==> src/rtl/divmod_unit_pkg.sv <==
// Shared types for the multi-cycle divide/modulo engine.
// The state encoding is exported so checkers and the CPU can observe the engine.
package divmod_unit_pkg;

  localparam int DIVMOD_WIDTH_DEFAULT = 32;

  typedef enum logic [2:0] {
    DIV_IDLE = 3'd0,
    DIV_PREP = 3'd1,
    DIV_ITER = 3'd2,
    DIV_FIX  = 3'd3,
    DIV_DONE = 3'd4
  } div_state_e;

endpackage

==> src/rtl/divmod_unit.sv <==
// Restoring radix-2 integer divide/modulo, one quotient bit per cycle, signed or unsigned.
// Divide-by-zero short-circuits to DONE; -2^(W-1)/-1 wraps through the normal path.
module divmod_unit
  import divmod_unit_pkg::*;
#(
  parameter int WIDTH = DIVMOD_WIDTH_DEFAULT
) (
  input  logic             clk,
  input  logic             rst_n,
  input  logic             in_valid,
  output logic             in_ready,
  input  logic             in_signed,
  input  logic [WIDTH-1:0] in_num,
  input  logic [WIDTH-1:0] in_denom,
  input  logic             flush,
  output logic             out_valid,
  input  logic             out_ready,
  output logic [WIDTH-1:0] out_quot,
  output logic [WIDTH-1:0] out_rem,
  output logic             out_dz,
  output div_state_e       dbg_state
);

  localparam int CW = $clog2(WIDTH);

  // Handshakes: a transfer happens on an edge where valid && ready; a command is
  // taken only in IDLE, and a result is held unchanged until out_ready is seen.

  div_state_e       state_q, state_d;
  logic [WIDTH-1:0] num_q, num_d, denom_q, denom_d;
  logic             sgn_q, sgn_d, dz_q, dz_d;
  logic [WIDTH-1:0] quo_q, quo_d, dvs_q, dvs_d;
  logic [WIDTH:0]   rem_q, rem_d;
  logic [CW-1:0]    cnt_q, cnt_d;
  logic             q_neg_q, q_neg_d, r_neg_q, r_neg_d;
  logic             out_valid_q, out_valid_d, out_dz_q, out_dz_d;
  logic [WIDTH-1:0] out_quot_q, out_quot_d, out_rem_q, out_rem_d;

  logic [WIDTH:0]   shifted, trial;
  logic             ge;

  function automatic logic [WIDTH-1:0] neg_f(input logic [WIDTH-1:0] v);
    return (~v) + WIDTH'(1);
  endfunction

  function automatic logic [WIDTH-1:0] abs_f(input logic [WIDTH-1:0] v, input logic sgn);
    return (sgn && v[WIDTH-1]) ? neg_f(v) : v;
  endfunction

  // Partial remainder stays below the divisor, so the trial difference borrows
  // (top bit set) exactly when the shifted remainder is smaller than the divisor.
  always_comb begin
    shifted = (rem_q << 1) | {{WIDTH{1'b0}}, quo_q[WIDTH-1]};
    trial   = shifted - {1'b0, dvs_q};
    ge      = !trial[WIDTH];
  end

  always_comb begin
    state_d     = state_q;
    num_d       = num_q;
    denom_d     = denom_q;
    sgn_d       = sgn_q;
    dz_d        = dz_q;
    quo_d       = quo_q;
    dvs_d       = dvs_q;
    rem_d       = rem_q;
    cnt_d       = cnt_q;
    q_neg_d     = q_neg_q;
    r_neg_d     = r_neg_q;
    out_valid_d = out_valid_q;
    out_dz_d    = out_dz_q;
    out_quot_d  = out_quot_q;
    out_rem_d   = out_rem_q;
    if (flush) begin
      state_d     = DIV_IDLE;
      out_valid_d = 1'b0;
    end else begin
      case (state_q)
        DIV_IDLE: if (in_valid) begin
          num_d    = in_num;
          denom_d  = in_denom;
          sgn_d    = in_signed;
          dz_d     = (in_denom == '0);
          out_dz_d = 1'b0;
          state_d  = DIV_PREP;
        end
        DIV_PREP: if (dz_q) begin
          out_quot_d  = '1;
          out_rem_d   = num_q;
          out_dz_d    = 1'b1;
          out_valid_d = 1'b1;
          state_d     = DIV_DONE;
        end else begin
          quo_d   = abs_f(num_q, sgn_q);
          dvs_d   = abs_f(denom_q, sgn_q);
          rem_d   = '0;
          cnt_d   = CW'(WIDTH - 1);
          q_neg_d = sgn_q & (num_q[WIDTH-1] ^ denom_q[WIDTH-1]);
          r_neg_d = sgn_q & num_q[WIDTH-1];
          state_d = DIV_ITER;
        end
        DIV_ITER: begin
          rem_d = ge ? trial : shifted;
          quo_d = {quo_q[WIDTH-2:0], ge};
          cnt_d = cnt_q - CW'(1);
          if (cnt_q == '0) state_d = DIV_FIX;
        end
        DIV_FIX: begin
          out_quot_d  = q_neg_q ? neg_f(quo_q) : quo_q;
          out_rem_d   = r_neg_q ? neg_f(rem_q[WIDTH-1:0]) : rem_q[WIDTH-1:0];
          out_valid_d = 1'b1;
          state_d     = DIV_DONE;
        end
        DIV_DONE: if (out_ready) begin
          out_valid_d = 1'b0;
          state_d     = DIV_IDLE;
        end
        default: state_d = DIV_IDLE;
      endcase
    end
  end

  always_ff @(posedge clk or negedge rst_n) begin
    if (!rst_n) begin
      state_q     <= DIV_IDLE;
      num_q       <= '0;
      denom_q     <= '0;
      sgn_q       <= 1'b0;
      dz_q        <= 1'b0;
      quo_q       <= '0;
      dvs_q       <= '0;
      rem_q       <= '0;
      cnt_q       <= '0;
      q_neg_q     <= 1'b0;
      r_neg_q     <= 1'b0;
      out_valid_q <= 1'b0;
      out_dz_q    <= 1'b0;
      out_quot_q  <= '0;
      out_rem_q   <= '0;
    end else begin
      state_q     <= state_d;
      num_q       <= num_d;
      denom_q     <= denom_d;
      sgn_q       <= sgn_d;
      dz_q        <= dz_d;
      quo_q       <= quo_d;
      dvs_q       <= dvs_d;
      rem_q       <= rem_d;
      cnt_q       <= cnt_d;
      q_neg_q     <= q_neg_d;
      r_neg_q     <= r_neg_d;
      out_valid_q <= out_valid_d;
      out_dz_q    <= out_dz_d;
      out_quot_q  <= out_quot_d;
      out_rem_q   <= out_rem_d;
    end
  end

  assign in_ready  = (state_q == DIV_IDLE);
  assign out_valid = out_valid_q;
  assign out_quot  = out_quot_q;
  assign out_rem   = out_rem_q;
  assign out_dz    = out_dz_q;
  assign dbg_state = state_q;

endmodule
==> config.mk <==
export PLATFORM = sky130hd
export DESIGN_NAME = divmod_unit
export DESIGN_NICKNAME = d
export VERILOG_FILES = /design/src/rtl/divmod_unit_pkg.sv /design/src/rtl/divmod_unit.sv
export SDC_FILE = /design/constraint.sdc
export NUM_CORES = 1
export LEC_CHECK = 0
export ABC_CLOCK_PERIOD_IN_PS = 4200
export CAP_MARGIN = 5
export CORE_MARGIN = 1.5
export CORE_UTILIZATION = 55
export DETAILED_ROUTE_END_ITERATION = 12
export MAX_ROUTING_LAYER = met4
export PLACE_DENSITY = 0.77
export SKIP_CTS_REPAIR_TIMING = 1
export SLEW_MARGIN = 30
export SYNTH_ARGS = -nofsm -noshare
export SYNTH_HDL_FRONTEND = slang
export SYNTH_SLANG_ARGS = --single-unit
==> constraint.sdc <==
create_clock -name clk -period 4.2 [get_ports clk]
set_input_delay 0.63 -clock clk [delete_from_list [all_inputs] [get_ports clk]]
set_output_delay 0.63 -clock clk [all_outputs]
set_load 0.005 [all_outputs]
==> results.cfg <==
[critical_path]
cp.arrival_ns = 4.23
crit_path_end_kind = flip-flop
critPathTopFamily = compound AO/OA/AOI/OAI gates
reg2reg_to = rem_q[18]
path_class = flip-flop to flip-flop
crit_fanout = 32
cp_slowest_cell = or4_1
timing.critical_path.buf_inv = 1
reg2reg_slack_ns = 0.38
worst_r2r_startpoint = rem_q[22]
path_cells = ha_1 > a21o_1 > or2_2 > or3_1 > or4_1 > a2111oi_0 > a311o_1 > a41o_1 > buf_12 > mux2i_1 > o21ai_0
startpoint_type = flip-flop
reg2reg_depth = 11
max_stage_delay_ns = 0.53
crit_required_ns = 4.61

[routing]
ant_nets = 0
wl_per_cell_um = 16.6
first_pass_iters = 5
num_vias = 11252
drt-initial-drc-count = 685
via_per_inst = 5.69
wirelength_mm = 32.9
drcViolationCount = 0

[finish]
post-route-util_pct = 66.9
num_antenna_cells = 0
area_growth_pct = 18.4
fillers = 1967
layout-drive-gt1-share_pct = 9.01
fin_nets = 1741

[timing]
fin_worst_skew_ns = 0.0133
rsz0062_at_grt = no
worst_pin_slew_ns = 0.954
fin_crit_sh_pct = 90.9
hold_violations = 6
setup_tns_ns = 0
slew_violations = 0
fmax_mhz = 262
setup_viol = 0
whs_ns = -0.00679
layout_min_cycle_time_ns = 3.82
slew_headroom_pct = 36.4

[die]
die_h_um = 162
dieArea_um2 = 26200
initial_core_util_pct = 56.5
io_pins = 140
rows = 57
die_w_um = 162
fp.coreArea_um2 = 24500

[clock_tree]
cts_inserted_buffers = 27
cts-htree-levels = 1
clk_pin_slew_worst_paths_ns = 0.06
clk_latency_ns = 0.54
clockBufferDepth = 3
cts_root_buf = clkbuf_16
clock-sinks = 238
cts_tree = yes

[global_routing]
grt_max_degree = 133
grt.overflow.total = 0
grtUsageTotal_pct = 26.3
first_global_vias = 10821
grt_pass1_wl_mm = 55.1
antenna_found_initial = 0

[synthesis]
synth_top_cell_area_share_pct = 42.9
seq_area_frac_synth_pct = 42.9
synthesis.area_um2 = 13900
ys_top_cells_by_area = dfrtp_1, o21ai_0, mux2_2
ys_warn_count = 0
synth_top_flop_cell = dfrtp_1
synth.net_count = 1637
ys_types = 70
synth_area_per_cell_um2 = 9.08
yosys.area.top_type = dfrtp_1
syn_inst = 1528
synth_edf_count = 0
synthArstFlopShare_pct = 100
ys_ff_latch = 238

[place]
placement.io_buffers = 139
gp_congestion = 0.931
dp_hpwl_mm = 23.8

[power]
irDropWorstVdd_uv = 484
p_leak_nw = 6.98
pwr_density_cell_nw_per_um2 = 756

[status]
violations = hold timing
status = complete, but fails checks

[worst_hold_path]
hold_class = input pin to async pin

[run]
max-cap-violations = 0
## synth_stat cells, types with 4 or more instances
cell type	n
clkbuf_1	63
dfrtp_1	238
mux2i_1	30
nand2_1	190
a31oi_1	10
and3_1	9
nor3_1	19
nand3b_1	4
a21o_1	11
or4_1	13
o31ai_1	26
nand3_1	14
ha_1	38
xor2_1	73
inv_1	55
nor3b_1	4
nor4_1	18
o22ai_1	25
buf_1	7
or3_1	16
nor2b_1	9
clkbuf_8	4
xnor2_1	72
or2_2	4
nand4_1	5
o21ai_0	168
o21bai_1	4
and2_1	7
o21ai_1	15
o41ai_1	15
buf_2	4
a21oi_1	118
nand2b_1	13
nor2_1	111
mux2_2	65
## logic make-up after synthesis
family / share of synthesized area, %
and+or+nand+nor: 15.0
AOI/OAI and AO/OA: 17.7
DFF: 42.9
xor gates and xnor gates: 9.16
buffers and inverters: 4.16
muxes: 7.44
adders and majority gates: 3.57
## state kept, by name, indices dropped and copies added, names as in the netlist
register / cells
dz_q: 1
out_valid: 1
dbg_state: 3
cnt_q: 5
dvs_q: 32
r_neg_q: 1
q_neg_q: 1
out_rem: 32
quo_q: 32
out_quot: 32
out_dz: 1
sgn_q: 1
denom_q: 32
num_q: 32
rem_q: 32
## power by group
group | switching [mW] | internal [mW] | leakage (nW)
Clock | 0.942 | 1.40 | 0.448
Combinational | 3.07 | 2.95 | 3.56
Sequential | 0.967 | 3.09 | 2.97
Total | 4.98 | 7.44 | 6.98
## area by class of cell
class	instances	area (µm²)	share of cell area (%)
repair buffers	156	1580	9.63
clock buffers	40	815	4.96
clock inverters	10	81.3	0.495
multi-input cells	1153	7370	44.9
well taps	324	405	2.47
inverters	56	210	1.28
flip-flops and latches	238	5960	36.3
## worst max-delay path by stage
stage	startpoint	to	slack, ns	depth (start not counted)
floorplan	rem_q[22]	rem_q[3]	0.74	12
global placement	quo_q[31]	rem_q[30]	0.52	14
detailed placement	rem_q[22]	rem_q[18]	0.44	11
CTS	rem_q[22]	rem_q[18]	0.40	11
global route	quo_q[31]	rem_q[2]	0.1	13
finish	rem_q[22]	rem_q[18]	0.38	11
## metrics by stage
step | instance area [µm²] | setup slack (ns) | power (mW) | cells
finish | 16400 | 0.383 | 12.4 | 1977
global route | 16400 | 0.0958 | 13.4 | 1977
CTS | 16400 | 0.404 | 12.4 | 1976
detailed placement | 15500 | 0.442 | 10.0 | 1926
global placement | 15500 | 0.523 | 9.92 | 1926
floorplan | 13900 | 0.744 | 8.24 | 1528
## cells in the final DEF, fill, tap and decap left out, drive strengths merged, types with 40 or more instances in the layout
cell type,Yosys,layout
clkbuf,67,40
inv,55,56
nor2,112,112
xnor2,72,72
o21ai,183,183
nand2,190,190
clkdlybuf4s50,0,138
mux2,65,65
a21oi,118,118
xor2,73,73
dfrtp,238,238
## per-layer routing
metal	GRT usage [%]	wire length (µm)	vias up
li1	-	-	5598
met1	35.9	15400	5355
met2	42.7	15500	254
met3	3.14	1420	45
met4	5.21	591	0
met5	-	0	-
Power figures use the tool's default switching activity.
